$ cat src/rtl/fifo_burst_writer_if.sv
// FIFO write-port bundle between the burst writer (master) and the FIFO (slave).
interface fifo_burst_writer_if #(
  parameter int DATA_WIDTH = 8
);
  logic                  wr_en;
  logic [DATA_WIDTH-1:0] wr_data;
  logic                  full;

  modport master (output wr_en, output wr_data, input full);
  modport slave  (input wr_en, input wr_data, output full);
endinterface

$ cat src/rtl/fifo_burst_writer.sv
// Write-side stimulus engine for the asynchronous FIFO: issues num_bursts bursts
// of burst_len words with idle_len idle cycles between them, stalls on full and
// produces an incrementing or LFSR data pattern so the reader can check it.
// Optional feature macro: FIFO_BURST_WRITER_LFSR_EN builds the LFSR pattern
// generator; without it mode is ignored and the increment pattern is always used.
module fifo_burst_writer #(
  parameter int                    DATA_WIDTH = 8,
  parameter int                    LEN_WIDTH  = 8,
  parameter int                    CNT_WIDTH  = 16,
  parameter logic [DATA_WIDTH-1:0] LFSR_SEED  = DATA_WIDTH'(8'hA5)
) (
  input  logic                   clk_wr,
  input  logic                   rst_n,
  input  logic                   start,
  input  logic                   abort,
  input  logic                   mode,
  input  logic [LEN_WIDTH-1:0]   burst_len,
  input  logic [LEN_WIDTH-1:0]   idle_len,
  input  logic [LEN_WIDTH-1:0]   num_bursts,
  fifo_burst_writer_if.master    fifo,
  output logic                   busy,
  output logic                   done,
  output logic [CNT_WIDTH-1:0]   words_written
);

  typedef enum logic [1:0] {
    S_IDLE  = 2'd0,
    S_BURST = 2'd1,
    S_GAP   = 2'd2,
    S_DONE  = 2'd3
  } state_e;

  state_e                state_q, state_d;
  logic [LEN_WIDTH-1:0]  burst_len_q, burst_len_d;
  logic [LEN_WIDTH-1:0]  idle_len_q, idle_len_d;
  logic [LEN_WIDTH-1:0]  num_bursts_q, num_bursts_d;
  logic [LEN_WIDTH-1:0]  beat_cnt_q, beat_cnt_d;
  logic [LEN_WIDTH-1:0]  burst_cnt_q, burst_cnt_d;
  logic [LEN_WIDTH-1:0]  gap_cnt_q, gap_cnt_d;
  logic [DATA_WIDTH-1:0] pattern_q, pattern_d;
  logic [CNT_WIDTH-1:0]  words_q, words_d;
  logic                  busy_q, busy_d;

  logic                  accept;
  logic                  last_beat;
  logic                  last_burst;
  logic                  gap_end;
  logic [DATA_WIDTH-1:0] pattern_next;
  logic [DATA_WIDTH-1:0] pattern_start;

  assign last_beat  = (beat_cnt_q  == burst_len_q  - LEN_WIDTH'(1));
  assign last_burst = (burst_cnt_q == num_bursts_q - LEN_WIDTH'(1));
  assign gap_end    = (gap_cnt_q   == idle_len_q   - LEN_WIDTH'(1));

`ifdef FIFO_BURST_WRITER_LFSR_EN
  // Right-shifting Galois feedback masks; bit k set means x^(k+1) is a tap.
  // Unlisted widths fall back to x^N + x^(N-1) + 1, which is not maximal length
  // but is still invertible, so a nonzero seed never reaches zero.
  function automatic logic [DATA_WIDTH-1:0] lfsr_taps(input int width);
    logic [63:0] t;
    case (width)
      4:       t = 64'h0000_000C;
      8:       t = 64'h0000_00B8;
      16:      t = 64'h0000_B400;
      32:      t = 64'h8020_0003;
      default: t = 64'h3 << (width - 2);
    endcase
    return DATA_WIDTH'(t);
  endfunction

  localparam logic [DATA_WIDTH-1:0] LFSR_TAPS = lfsr_taps(DATA_WIDTH);

  logic mode_q, mode_d;

  // Next pattern word for the mode latched at start.
  always_comb begin
    if (mode_q) begin
      pattern_next = (pattern_q >> 1) ^ (pattern_q[0] ? LFSR_TAPS : '0);
    end else begin
      pattern_next = pattern_q + DATA_WIDTH'(1);
    end
  end

  assign pattern_start = mode ? LFSR_SEED : '0;
`else
  // Without the LFSR only the increment pattern exists.
  assign pattern_next  = pattern_q + DATA_WIDTH'(1);
  assign pattern_start = '0;

  logic unused_cfg;
  assign unused_cfg = mode ^ (^LFSR_SEED);
`endif

  // FSM state register, plus the registered busy flag that tracks it.
  // NOTE: sequential state uses non-blocking assignments only, so every flop
  // samples the pre-edge value of every other flop regardless of block order.
  always_ff @(posedge clk_wr or negedge rst_n) begin
    if (!rst_n) begin
      state_q <= S_IDLE;
      busy_q  <= 1'b0;
    end else begin
      state_q <= state_d;
      busy_q  <= busy_d;
    end
  end

  // FSM next-state logic; abort outranks every other transition.
  // NOTE: each always_comb assigns defaults first so no path can infer a latch.
  always_comb begin
    state_d = state_q;
    if (state_q != S_IDLE && abort) begin
      state_d = S_IDLE;
    end else begin
      case (state_q)
        S_IDLE: begin
          if (start) begin
            if (burst_len == '0 || num_bursts == '0) state_d = S_DONE;
            else                                     state_d = S_BURST;
          end
        end
        S_BURST: begin
          if (accept && last_beat) begin
            if (last_burst)              state_d = S_DONE;
            else if (idle_len_q == '0)   state_d = S_BURST;
            else                         state_d = S_GAP;
          end
        end
        S_GAP: begin
          if (gap_end) state_d = S_BURST;
        end
        S_DONE: begin
          state_d = S_IDLE;
        end
        default: state_d = S_IDLE;
      endcase
    end
    busy_d = (state_d != S_IDLE);
  end

  // FSM outputs; wr_en follows full combinationally so a stall costs no cycle.
  always_comb begin
    accept       = (state_q == S_BURST) && !fifo.full && !abort;
    fifo.wr_en   = accept;
    fifo.wr_data = pattern_q;
    done         = (state_q == S_DONE) && !abort;
  end

  assign busy          = busy_q;
  assign words_written = words_q;

  // Datapath: latch the run configuration at start, then advance the pattern
  // and counters only on accepted writes or idle gap cycles.
  always_comb begin
    burst_len_d  = burst_len_q;
    idle_len_d   = idle_len_q;
    num_bursts_d = num_bursts_q;
    beat_cnt_d   = beat_cnt_q;
    burst_cnt_d  = burst_cnt_q;
    gap_cnt_d    = gap_cnt_q;
    pattern_d    = pattern_q;
    words_d      = words_q;
`ifdef FIFO_BURST_WRITER_LFSR_EN
    mode_d       = mode_q;
`endif
    if (state_q == S_IDLE) begin
      if (start) begin
        burst_len_d  = burst_len;
        idle_len_d   = idle_len;
        num_bursts_d = num_bursts;
        beat_cnt_d   = '0;
        burst_cnt_d  = '0;
        gap_cnt_d    = '0;
        pattern_d    = pattern_start;
        words_d      = '0;
`ifdef FIFO_BURST_WRITER_LFSR_EN
        mode_d       = mode;
`endif
      end
    end else if (accept) begin
      pattern_d = pattern_next;
      words_d   = words_q + CNT_WIDTH'(1);
      if (last_beat) begin
        beat_cnt_d  = '0;
        burst_cnt_d = burst_cnt_q + LEN_WIDTH'(1);
      end else begin
        beat_cnt_d  = beat_cnt_q + LEN_WIDTH'(1);
      end
    end else if (state_q == S_GAP && !abort) begin
      gap_cnt_d = gap_end ? '0 : gap_cnt_q + LEN_WIDTH'(1);
    end
  end

  // Datapath registers; everything clears on reset so wr_data reads 0.
  always_ff @(posedge clk_wr or negedge rst_n) begin
    if (!rst_n) begin
      burst_len_q  <= '0;
      idle_len_q   <= '0;
      num_bursts_q <= '0;
      beat_cnt_q   <= '0;
      burst_cnt_q  <= '0;
      gap_cnt_q    <= '0;
      pattern_q    <= '0;
      words_q      <= '0;
    end else begin
      burst_len_q  <= burst_len_d;
      idle_len_q   <= idle_len_d;
      num_bursts_q <= num_bursts_d;
      beat_cnt_q   <= beat_cnt_d;
      burst_cnt_q  <= burst_cnt_d;
      gap_cnt_q    <= gap_cnt_d;
      pattern_q    <= pattern_d;
      words_q      <= words_d;
    end
  end

`ifdef FIFO_BURST_WRITER_LFSR_EN
  // Latched pattern mode.
  always_ff @(posedge clk_wr or negedge rst_n) begin
    if (!rst_n) mode_q <= 1'b0;
    else        mode_q <= mode_d;
  end
`endif

endmodule

$ cat src/flat_wrapper.sv
// flat-port wrapper written by rule: the top's interface ports become plain ports
module fifo_burst_writer_flat 
#(
  parameter int                    DATA_WIDTH = 8,
  parameter int                    LEN_WIDTH  = 8,
  parameter int                    CNT_WIDTH  = 16,
  parameter logic [DATA_WIDTH-1:0] LFSR_SEED  = DATA_WIDTH'(8'hA5)
)
  (clk_wr, rst_n, start, abort, mode, burst_len, idle_len, num_bursts, busy, done, words_written, fifo_wr_en, fifo_wr_data, fifo_full);
  fifo_burst_writer_if #(.DATA_WIDTH(DATA_WIDTH)) fifo_i ();
  input  logic clk_wr;
  input  logic rst_n;
  input  logic start;
  input  logic abort;
  input  logic mode;
  input  logic [LEN_WIDTH-1:0] burst_len;
  input  logic [LEN_WIDTH-1:0] idle_len;
  input  logic [LEN_WIDTH-1:0] num_bursts;
  output logic busy;
  output logic done;
  output logic [CNT_WIDTH-1:0] words_written;
  output wire logic [$bits(fifo_i.wr_en)-1:0] fifo_wr_en;
  output wire logic [$bits(fifo_i.wr_data)-1:0] fifo_wr_data;
  input wire logic [$bits(fifo_i.full)-1:0] fifo_full;
  assign fifo_wr_en = fifo_i.wr_en;
  assign fifo_wr_data = fifo_i.wr_data;
  assign fifo_i.full = fifo_full;
  fifo_burst_writer #(.DATA_WIDTH(DATA_WIDTH), .LEN_WIDTH(LEN_WIDTH), .CNT_WIDTH(CNT_WIDTH), .LFSR_SEED(LFSR_SEED)) u_core (.clk_wr(clk_wr), .rst_n(rst_n), .start(start), .abort(abort), .mode(mode), .burst_len(burst_len), .idle_len(idle_len), .num_bursts(num_bursts), .fifo(fifo_i), .busy(busy), .done(done), .words_written(words_written));
endmodule
$ cat config.mk
export PLATFORM = sky130hd
export DESIGN_NAME = fifo_burst_writer_flat
export DESIGN_NICKNAME = d
export VERILOG_FILES = /design/src/rtl/fifo_burst_writer_if.sv /design/src/rtl/fifo_burst_writer.sv /design/src/flat_wrapper.sv
export SDC_FILE = /design/constraint.sdc
export NUM_CORES = 1
export LEC_CHECK = 0
export CAP_MARGIN = 20
export CORE_MARGIN = 4
export CORE_UTILIZATION = 50
export DETAILED_ROUTE_END_ITERATION = 10
export PLACE_DENSITY_LB_ADDON = 0.2
export SYNTH_ARGS = -nofsm -noshare
export SYNTH_HDL_FRONTEND = slang
export SYNTH_SLANG_ARGS = --single-unit
export TNS_END_PERCENT = 10
$ cat constraint.sdc
create_clock -name clk_wr -period 5.96 [get_ports clk_wr]
set_input_delay 0.596 -clock clk_wr [delete_from_list [all_inputs] [get_ports clk_wr]]
set_output_delay 0.596 -clock clk_wr [all_outputs]
set_load 0.05 [all_outputs]
Word level (Yosys, flattened, before mapping)
Cells that the tools add are included.
{ "totals": {"register_bits": 75, "input_bits": 30} }
{ "classes": {"add_sub_neg": 8, "n_eq_ne": 8, "muxes": 24, "reduce_logical": 22} }
{ "ops": {"columns": ["op", "count"], "rows": [
  ["two-way mux 8 bit", 13],
  ["two-way mux 16 bit", 3],
  ["adder 8 x 1 -> 8 bit, second input constant", 4],
  ["== test 8 bit", 3],
  ["logical NOT 8 bit", 3],
  ["subtractor 8 x 1 -> 8 bit, second input constant", 3],
  ["adder 16 x 1 -> 16 bit, second input constant", 1],
  ["two-way mux 2 bit", 7],
  ["nonzero test 2 bit", 5],
  ["case mux 2 bit (4 select lines)", 1],
  ["logical AND 1 bit", 6],
  ["AND reduction 3 bit", 2],
  ["== test 2 bit, second input constant", 2],
  ["!= test 2 bit, second input constant", 2],
  ["AND reduction 2 bit", 2],
  ["== test 2 x 1 -> 1 bit, second input constant", 1],
  ["logical NOT 1 bit", 2],
  ["logical NOT 2 bit", 1],
  ["logical OR 1 bit", 1]
]} }

Depth between registers and ports, before layout
Gate-level depths: netlist of the first run.
{ "logic_depth": {"word_depth": 8, "ltp_mapped": 11, "ltp_nobuf": 9} }

Worst setup path before layout of the first run
OpenSTA, ideal clock, no wires.
{ "synth_path": {"path_kind": "reg2reg", "from": "register u_core.idle_len_q[2]", "to": "register u_core.gap_cnt_q[5]", "setup_ns": 0.118, "arrival_ns": 2.234, "setup_slack_ns": 3.608, "stages_incl_launch_ff": 9, "path_buffers": 1, "synth_period_minus_slack_ns": 2.352, "path_cell_list": "dfrtp_1 > or3_1 > or4_4 > a2111oi_4 > nand4_2 > nand2_2 > buf_6 > o21ai_1 > a21o_1"} }
{ "synth_via": {"elab_chain_len": 6} }
{ "synth_rtl": {"columns": ["element", "line", "text"], "rows": [
  ["start, declared", "fifo_burst_writer.sv:35", "logic [LEN_WIDTH-1:0] idle_len_q, idle_len_d;"],
  ["start signal, assigned", "fifo_burst_writer.sv:206", "idle_len_q <= idle_len_d;"],
  ["subtractor 8 x 1 -> 8 bit", "fifo_burst_writer.sv:53", "assign gap_end = (gap_cnt_q == idle_len_q - LEN_WIDTH'(1));"],
  ["== test 8 bit", "fifo_burst_writer.sv:53", null],
  ["two-way mux 8 bit", "fifo_burst_writer.sv:189", "gap_cnt_d = gap_end ? '0 : gap_cnt_q + LEN_WIDTH'(1);"],
  ["two-way mux 8 bit", "fifo_burst_writer.sv:188", "end else if (state_q == S_GAP && !abort) begin"],
  ["two-way mux 8 bit", "fifo_burst_writer.sv:179", "end else if (accept) begin"],
  ["two-way mux 8 bit", "fifo_burst_writer.sv:165", "if (state_q == S_IDLE) begin"],
  ["end signal, assigned", "fifo_burst_writer.sv:210", "gap_cnt_q <= gap_cnt_d;"],
  ["end, declared", "fifo_burst_writer.sv:39", "logic [LEN_WIDTH-1:0] gap_cnt_q, gap_cnt_d;"]
]} }
Every way passes these cells. The select of a mux whose other input is x is not followed.
A chain may end at the register's enable or synchronous reset.

Worst setup path after layout of the first run
{ "layout_path": {"from": "input port start", "to": "register u_core.words_q[13], in the netlist u_core.words_written[13]"} }
{ "layout_via": {"elab_chain_len": 2} }
{ "layout_rtl": {"columns": ["element", "line", "text"], "rows": [
  ["start, declared", "flat_wrapper.sv:13", "input logic start;"],
  ["!= test 2 bit (no line)", null, null],
  ["AND reduction 2 bit (no line)", null, null],
  ["end signal, assigned", "fifo_burst_writer.sv:212", "words_q <= words_d;"],
  ["end, declared", "fifo_burst_writer.sv:41", "logic [CNT_WIDTH-1:0] words_q, words_d;"]
]} }
Every way passes these cells.

==> summary.txt, run 1 <==
Outcome = finished clean
Final hold violations = 0
Async SR Flop Fraction = 1.00
Root buffer cell = clkbuf_8
Layout cells sized above 1 = 0.0673
Cells after Synth = 464
Final wirelength = 9.10 mm
Total number of vias = 3382
Routed vias/inst = 5.41
CP startpoint kind = input port
Lkg Pwr = 2.28 nW
IO Pins = 57
Crit-path slowest cell = nor3b_2
DRT iter0 DRCs = 130
Layout area overhead = 20.2%
Synthesized flop and latch total = 75
Avg Cell Area, Syn = 9.04 um2
Crit path capture = u_core.words_written[13]
Fin cells = 625
Worst-margin pin slew = 0.992 ns
Yosys Warn Count = 0
Worst-path cell chain = clkdlybuf4s50_1 -> nor3b_2 -> or2_2 -> nand4_1 -> nor2_1 -> nand3_1 -> xor2_1 -> nor2_1
Antenna diode count = 0
Starting density of the core = 0.513
CP Buf/Inv Count = 1
First-pass GRT wire length = 15.9 mm
R2r worst-path depth = 7
CTS tree = yes
Number of flops mapped to enable cells by yosys = 0
Fmax = 0.320 GHz
Top delay family on crit path = simple AND/OR/NAND/NOR gates
DP HPWL = 6.48 mm
Slew headroom = 0.335
Placed Area = 0.00481 mm2
Die area = 0.00992 mm2
Die height = 99.6 um
Syn_nets = 503
Worst VDD drop = 247 uV
Worst R2R Setup Slack = 2.96 ns
Post-cts repair resize count = 0
Post-route cell area = 0.00504 mm2
Critical Path Max Stage Delay = 0.83 ns
Overflow left after global routing = 0
H-tree Lvls = 3
CTS clock-pin slew for the worst setup and hold paths = 0.07 ns
Slew Viols, Final = 0
Critical path class = in -> reg
Unique masters post-synth = 55
# Post-CTS Setup Buffers = 0
Synthesized cell area = 0.00420 mm2
Most common cell on crit path = nor2_1
Prevailing post-synth register cell = dfrtp_1
Post-route setup TNS = 0 ns
Largest net degree at the start of global routing = 76
Critical Path AT = 3.31 ns
DRT Pass-1 Iters = 4
Residual DRC count = 0
Die X-Extent = 99.6 um
Vias in the first global route = 3444
Worst Path Required = 6.15 ns
WL per Instance = 14.6 um
FF-to-FF End = u_core.burst_cnt_q[5]
Final Critical Period = 3.13 ns
Rows = 33
Pre-CTS WS = 2.51 ns
Power Dens Cells = 403 mW/mm2
HP Class = in -> async
Crit path max fanout = 16
Max_cap viols = 0
CTS Buf Count = 9
Initial antenna violation count = 0
Final worst slack = 2.83 ns
Final GP Congestion = 0.868
Layout fillers = 686
Worst clock skew = 0.00694 ns
Final setup violation count = 0
PortBufs = 55
CP startpoint = start
Detail Route Antenna Nets = 0
Clock insertion delay at the later pin of the skew report = 0.35 ns
Core box area = 0.00818 mm2
Post-synthesis sequential area ratio = 0.447
# hold bufs at CTS = 0
RSZ-0062 raised after global routing = false
Clk sinks = 75
Cell count along the critical path = 8
Nets@finish = 554
Final Cycle Share = 0.525
Reg2reg start = u_core.burst_len_q[2]
GRT Util Overall = 0.196
Clock buffer depth = 2
Placed cells = 609
CP Capture Type = flip-flop
==> synth_stat cells (2+ instances only) <==
cell type / instances / area share
o21ai_0: 28 / 0.033
a21oi_1: 11 / 0.013
nor2_1: 39 / 0.035
clkbuf_1: 15 / 0.013
mux2i_1: 4 / 0.0095
nor4_1: 7 / 0.010
nor3_1: 8 / 0.0095
nand2b_1: 3 / 0.0045
mux2_2: 2 / 0.0054
a21o_1: 5 / 0.0089
o31ai_1: 4 / 0.0072
o211ai_1: 3 / 0.0054
xor2_1: 30 / 0.063
ha_1: 9 / 0.027
inv_1: 15 / 0.013
nand2_1: 90 / 0.080
xnor2_1: 27 / 0.056
nand3_1: 16 / 0.019
o21ai_1: 2 / 0.0024
and3_1: 13 / 0.019
nor3b_1: 7 / 0.013
o21a_1: 2 / 0.0036
or2_2: 3 / 0.0045
a31oi_1: 2 / 0.0030
nand4_1: 9 / 0.013
or3_1: 5 / 0.0075
o2111ai_1: 2 / 0.0042
dfrtp_1: 75 / 0.45
a211o_1: 2 / 0.0042
==> power by group <==
group          leakage [nW]  switching, mW  internal, mW
Combinational          1.18          0.466         0.330
Sequential            0.996          0.164         0.626
Clock                 0.113          0.189         0.258
==> routing by layer <==
layer	global-route usage	wire length, um
met2	0.320	4280
met5	0	0
met4	0.0861	223
met3	0.0309	327
met1	0.258	4270
==> registers in the layout, summed over array words and instances, names as in the netlist <==
register / cells
u_core.beat_cnt_q: 8
u_core.fifo.wr_data: 8
u_core.state_q: 2
u_core.burst_cnt_q: 8
u_core.num_bursts_q: 8
u_core.idle_len_q: 8
u_core.words_written: 16
u_core.gap_cnt_q: 8
u_core.burst_len_q: 8
u_core.busy: 1
==> kinds of logic (layout without fill, tap and decap cells) <==
kind of cell,Yosys count,in the layout,synth area share
xor gates and xnor gates,57,57,0.119
buffers and inverters,33,89,0.0340
adders and majority gates,9,9,0.0268
AOI/OAI and AO/OA,69,69,0.109
muxes,6,6,0.0149
and+or+nand+nor,215,215,0.249
DFF,75,75,0.447
==> layout by cell type (no fill, tap or decap), drive strengths merged, types with 3 or more instances in the layout <==
master / count
inv: 15
mux2i: 4
xor2: 30
nor3b: 7
nand2b: 3
ha: 9
nand2: 91
nor2: 39
a21oi: 11
nand4: 10
and3: 13
o21ai: 30
nor3: 8
xnor2: 27
o31ai: 4
a21o: 5
nand3: 16
clkdlybuf4s50: 54
nor4: 7
buf: 4
or2: 3
dfrtp: 75
o211ai: 3
clkbuf: 12
or3: 5
==> per-stage QoR <==
stage	hold slack, ns	utilization	power (mW)
final	0.471	0.617	2.03
after global routing	0.543	0.617	2.18
after CTS	0.507	0.617	2.05
after detailed placement	0.490	0.589	1.59
after global placement	0.485	0.589	1.55
after floorplan	0.300	-	1.39
==> worst min path at each step <==
stage	cells after the start	endpoint	startpoint
2_1_floorplan	0	u_core.beat_cnt_q[0]	rst_n
3_3_place_gp	2	u_core.burst_len_q[7]	u_core.burst_len_q[7]
3_5_place_dp	2	u_core.burst_len_q[7]	u_core.burst_len_q[7]
4_1_cts	2	u_core.burst_len_q[0]	rst_n
5_1_grt	2	u_core.num_bursts_q[7]	u_core.num_bursts_q[7]
6_report	2	u_core.burst_len_q[0]	rst_n
==> cell type report <==
cell class | count | area [um2] | area share
well taps | 105 | 131 | 0.0261
repair buffers | 58 | 568 | 0.113
multi-input cells | 356 | 2180 | 0.433
inverters | 15 | 56.3 | 0.0112
clock inverters | 4 | 72.6 | 0.0144
flip-flops and latches | 75 | 1880 | 0.372
clock buffers | 12 | 155 | 0.0308
No activity file was read; power rests on OpenSTA's default activity.
==> run 2, diff against run 1 <==
==> constraint.sdc (replaced) <==
create_clock -name clk_wr -period 2.8 [get_ports clk_wr]
set_input_delay 0.28 -clock clk_wr [delete_from_list [all_inputs] [get_ports clk_wr]]
set_output_delay 0.28 -clock clk_wr [all_outputs]
set_load 0.05 [all_outputs]
==> run 2 against run 1 <==
Against the previous run: global-route usage down 0.53 points; final area rose by 1.4%; power rose by 110%; critical endpoint is now u_core.burst_cnt_q[5]; largest cell class unchanged.
==> summary.txt, run 2 (same netlist as run 1, synthesis figures left out) <==
Slew Viols, Final = 0
Commonest non-fill, non-tap cell in the layout = nand2_1
DP HPWL = 6.60 mm
Rows = 33
CP Capture Type = flip-flop
Logic pwr share = 0.417
CP startpoint kind = flip-flop
Nets@finish = 565
Internal power = 2.43 mW
Worst Path Required = 3.08 ns
Antenna diode count = 0
DRT iter0 DRCs = 172
IO Pins = 57
CTS tree = yes
Root buffer cell = clkbuf_8
Die X-Extent = 99.6 um
Vias in the first global route = 3336
CTS Buf Count = 9
Clock buffer depth = 2
Largest register FFs = 16
RSZ-0062 raised after global routing = false
DRT Pass-1 Iters = 4
H-tree Lvls = 3
Core box area = 0.00818 mm2
HP Class = in -> async
Residual DRC count = 0
GRT Util Overall = 0.191
First-pass GRT wire length = 15.4 mm
Die height = 99.6 um
Clock insertion delay at the later pin of the skew report = 0.35 ns
Fin cells = 636
# Post-CTS Setup Buffers = 0
Sequential Power Share = 0.401
Final wirelength = 8.98 mm
Overflow left after global routing = 0
Clock network power share = 0.183
PortBufs = 55
Crit path max fanout = 8
Sw frac = 0.419
Worst clock skew = 0.0103 ns
Lkg Pwr = 2.33 nW
WL per Instance = 14.1 um
Outcome = finished clean
Largest net degree at the start of global routing = 38
Placed cells = 619
Final setup violation count = 0
Post-route setup TNS = 0 ns
Power Dens Cells = 820 mW/mm2
Final Cycle Share = 0.919
Initial antenna violation count = 0
Worst-margin pin slew = 0.708 ns
Layout cells sized above 1 = 0.0885
Routed vias/inst = 5.44
Psw = 1.76 mW
Clk sinks = 75
Final Critical Period = 2.57 ns
Worst VDD drop = 376 uV
Total number of vias = 3461
Die area = 0.00992 mm2
Critical Path AT = 2.85 ns
Fmax = 0.388 GHz
Final GP Congestion = 0.877
Starting density of the core = 0.513
Max_cap viols = 0
Critical path class = reg -> reg
Final hold violations = 0
Detail Route Antenna Nets = 0
CTS clock-pin slew for the worst setup and hold paths = 0.08 ns
Slew headroom = 0.526
Leading cell types in the layout, fill and taps excluded = nand2_1 (90), dfrtp_1 (75), clkdlybuf4s50_1 (53)
Layout area overhead = 21.8%
==> run 2: critical path: stages (launching register included) <==
cell and delay [ns]:
dfrtp_1 0.42, inv_1 0.09, ha_1 0.24, nand4bb_1 0.12
a211o_1 0.30, a211o_1 0.30, a221oi_4 0.33, buf_4 0.23
o21a_1 0.15, and3_1 0.17, mux2i_1 0.17
==> run 2: power groups by stage <==
stage	combinational, mW	clock [mW]	sequential, mW
global route	1.96	0.845	1.73
finish	1.75	0.766	1.68
floorplan	1.29	0	1.66
CTS	1.74	0.785	1.68
detailed placement	1.73	0	1.70
global placement	1.69	0	1.68
==> run 2: through the flow <==
stage / instance area (um2) / util / power (mW) / hold WS (ns) / setup slack (ns)
final: 5110 / 0.625 / 4.19 / 0.422 / 0.226
after global routing: 5110 / 0.625 / 4.53 / 0.437 / 0.0369
after CTS: 5100 / 0.624 / 4.20 / 0.430 / 0.134
after detailed placement: 4910 / 0.601 / 3.43 / 0.273 / 0.157
after global placement: 4910 / 0.601 / 3.37 / 0.270 / 0.216
after floorplan: 4200 / - / 2.95 / -0.0156 / 0.448
==> run 2: final timing paths <==
path	slack, ns	start	cells after the start	endpoint
worst min-delay path	0.42	rst_n	2	u_core.words_written[13]
worst min register to register	0.50	u_core.burst_len_q[7]	2	u_core.burst_len_q[7]
worst max register to register	0.23	u_core.burst_len_q[0]	10	u_core.burst_cnt_q[5]
worst max-delay path	0.23	u_core.burst_len_q[0]	10	u_core.burst_cnt_q[5]
max in group asynchronous	1.74	rst_n	3	u_core.fifo.wr_data[0]
min in group clk_wr	0.45	idle_len[3]	3	u_core.idle_len_q[3]
==> run 2: per-layer routing <==
layer / wire length, um / vias up / global-route usage
li1: - / 1714 / -
met1: 4130 / 1665 / 0.254
met2: 4350 / 71 / 0.309
met3: 390 / 11 / 0.0414
met4: 110 / 0 / 0.0651
met5: 0 / - / 0
==> run 2: timing repair <==
action | 4_1_cts | 5_1_grt
gates resized for setup | 0 | 1
setup endpoints to repair | 0 | 4
hold endpoints to repair | 18 | 0
hold buffers | 1 | 0
==> run 2: final cells by class <==
type / count / area [um2]
Fill cell: 683 / 3060
Sequential cell: 75 / 1880
Multi-Input combinational cell: 356 / 2190
Clock inverter: 6 / 41.3
Clock buffer: 10 / 138
Tap cell: 105 / 131
Inverter: 15 / 56.3
Timing Repair Buffer: 69 / 676
==> run 3, diff against run 2 <==
--- a/config.mk
+++ b/config.mk
@@ -5,6 +5,7 @@
 export SDC_FILE = /design/constraint.sdc
 export NUM_CORES = 1
 export LEC_CHECK = 0
+export ABC_AREA = 1
 export CAP_MARGIN = 20
 export CORE_MARGIN = 4
 export CORE_UTILIZATION = 50
==> run 3 against run 2 <==
Against the previous run: register-to-register slack improved by 0.47 ns; critical path depth fell by 6; power rose by 15%; sequential share of layout area fell by 1.9 points; critical path type is now reg -> out; final area rose by 5.6%; non-clock buffer count fell by 12; global-route usage rose by 2.0 points; synthesized cell count rose by 31%; maximum frequency rose by 2.6%.
==> summary.txt, run 3 <==
Critical Path AT = 2.23 ns
Clock insertion delay at the later pin of the skew report = 0.35 ns
CTS clock-pin slew for the worst setup and hold paths = 0.08 ns
CTS Buf Count = 9
Number of flops mapped to enable cells by yosys = 0
Critical Path Max Stage Delay = 0.88 ns
CP startpoint kind = flip-flop
Detail Route Antenna Nets = 0
PortBufs = 55
Lkg Pwr = 2.57 nW
Nets@finish = 704
First-pass GRT wire length = 17.8 mm
CP Capture Type = output pin
DRT Pass-1 Iters = 4
Routed vias/inst = 5.21
Power Dens Cells = 889 mW/mm2
CTS tree = yes
Async SR Flop Fraction = 1.00
Residual DRC count = 0
Placed cells = 762
Total number of vias = 4055
Outcome = finished clean
Fmax = 0.399 GHz
Syn_nets = 646
Antenna diode count = 0
Overflow left after global routing = 0
Storage cell area = 0.00188 mm2
Final Critical Period = 2.51 ns
Area share of the largest cell type after synthesis = 0.414
Yosys Warn Count = 0
Crit path max fanout = 4
Final setup violation count = 0
Synth area leaders = dfrtp_1 (41%), nand2_1 (14%), inv_1 (6.3%)
Critical path class = reg -> out
Layout area overhead = 19.1%
Root buffer cell = clkbuf_8
Synth area leader = dfrtp_1
Core box area = 0.00876 mm2
Crit-path slowest cell = clkdlybuf4s50_1
Placed Area = 0.00517 mm2
IO Pins = 57
HP Class = in -> async
Avg Cell Area, Syn = 7.47 um2
Slew Viols, Final = 0
Final GP Congestion = 0.850
Final Power = 4.80 mW
CP startpoint = u_core.state_q[1]
Area of the multi-input gates = 0.00229 mm2
Worst Path Required = 2.52 ns
DP HPWL = 7.84 mm
Commonest non-fill, non-tap cell in the layout = nand2_1
Final Cycle Share = 0.896
Vias in the first global route = 3940
Worst clock skew = 0.0107 ns
Die area = 0.0107 mm2
Synthesized cell area = 0.00453 mm2
Reg2reg start = u_core.idle_len_q[0]
Prevailing post-synth register cell = dfrtp_1
Die X-Extent = 103 um
DRT iter0 DRCs = 173
# Post-CTS Setup Buffers = 0
Initial antenna violation count = 0
# hold bufs at CTS = 0
Worst-margin pin slew = 0.966 ns
Cells after Synth = 607
Clk sinks = 75
Leading cell types in the layout, fill and taps excluded = nand2_1 (166), inv_1 (76), dfrtp_1 (75)
H-tree Lvls = 3
Final hold violations = 0
Post-synthesis sequential area ratio = 0.414
Most common cell in the synthesized netlist = nand2_1
Post-cts repair resize count = 0
Slew headroom = 0.356
Post-route setup TNS = 0 ns
Die height = 103 um
WL per Instance = 13.6 um
Synth cell count leaders = nand2_1 (166), inv_1 (76), dfrtp_1 (75)
Rows = 34
Largest register FFs = 16
Max_cap viols = 0
Synthesized flop and latch total = 75
Largest net degree at the start of global routing = 76
Layout cells sized above 1 = 0.0672
Worst VDD drop = 377 uV
Starting density of the core = 0.517
Clock buffer depth = 2
Fin cells = 778
Post-route cell area = 0.00540 mm2
Worst-path cell chain = inv_1 -> nand2_2 -> nor3_1 -> clkdlybuf4s50_1
RSZ-0062 raised after global routing = false
Final wirelength = 10.6 mm
Layout fillers = 770
GRT Util Overall = 0.211
Unique masters post-synth = 40
==> run 3: cell count changes after synthesis, sizes merged, moves of 6 or more <==
cell / before / now
nand2: 91 / 174
inv: 15 / 80
nor2: 39 / 69
nand3: 16 / 35
xnor2: 27 / 8
o21ai: 30 / 45
clkbuf: 16 / 3
and3: 13 / 3
nor3: 8 / 17
xor2: 30 / 22
nand4: 10 / 17
nor3b: 7 / 1
==> run 3: final timing paths <==
path                                                end  slack [ns]  cells past startpoint
worst min register to register   u_core.num_bursts_q[7]        0.50                      2
max in group asynchronous       u_core.words_written[7]        2.10                      1
worst min-delay path             u_core.num_bursts_q[3]        0.05                      1
worst max-delay path                         fifo_wr_en        0.29                      4
worst max register to register      u_core.gap_cnt_q[1]        0.70                     13
min in group clk_wr                u_core.idle_len_q[1]        0.49                      3
==> run 3: critical path, delay by kind of cell, from the launching register on <==
| kind | cells | cell delay, ns |
|---|---|---|
| buffers and inverters | 2 | 1.02 |
| flip-flops | 1 | 0.42 |
| AND/OR/NAND/NOR | 2 | 0.43 |
==> run 3: final cells by class <==
cell class / instances / area share
multi-input cells: 441 / 0.424
clock inverters: 4 / 0.0134
well taps: 108 / 0.0250
inverters: 81 / 0.0573
repair buffers: 57 / 0.104
flip-flops and latches: 75 / 0.348
clock buffers: 12 / 0.0287
==> run 3: stage by stage <==
stage | hold slack [ns] | utilization | worst slack, ns
after CTS | 0.117 | 0.616 | 0.275
after global placement | 0.482 | 0.590 | 0.422
after detailed placement | 0.490 | 0.590 | 0.442
after floorplan | -0.0156 | - | 0.374
final | 0.0505 | 0.616 | 0.292
after global routing | 0.174 | 0.616 | 0.210
==> run 3: per-layer routing <==
metal  GRT usage  wire (um)  vias to the layer above
li1            -          -                     2070
met1       0.274       4810                     1900
met2       0.360       5290                       69
met3      0.0335        319                       16
met4      0.0727        166                        0
met5           0          0                        -
==> run 3: logic make-up after synthesis <==
family                   count (synthesis)  share of synthesized area
AO/OA/AOI/OAI                           76                     0.0925
XOR/XNOR                                30                     0.0580
adder cells (fa/ha/maj)                  9                     0.0248
buffers and inverters                   91                     0.0817
flip-flops                              75                      0.414
AND/OR/NAND/NOR                        326                      0.329
==> run 3: where the power goes <==
part           switching, mW  total (mW)  internal, mW
combinational           1.43        2.17         0.742
clock                  0.403       0.953         0.550
sequential             0.308        1.68          1.37
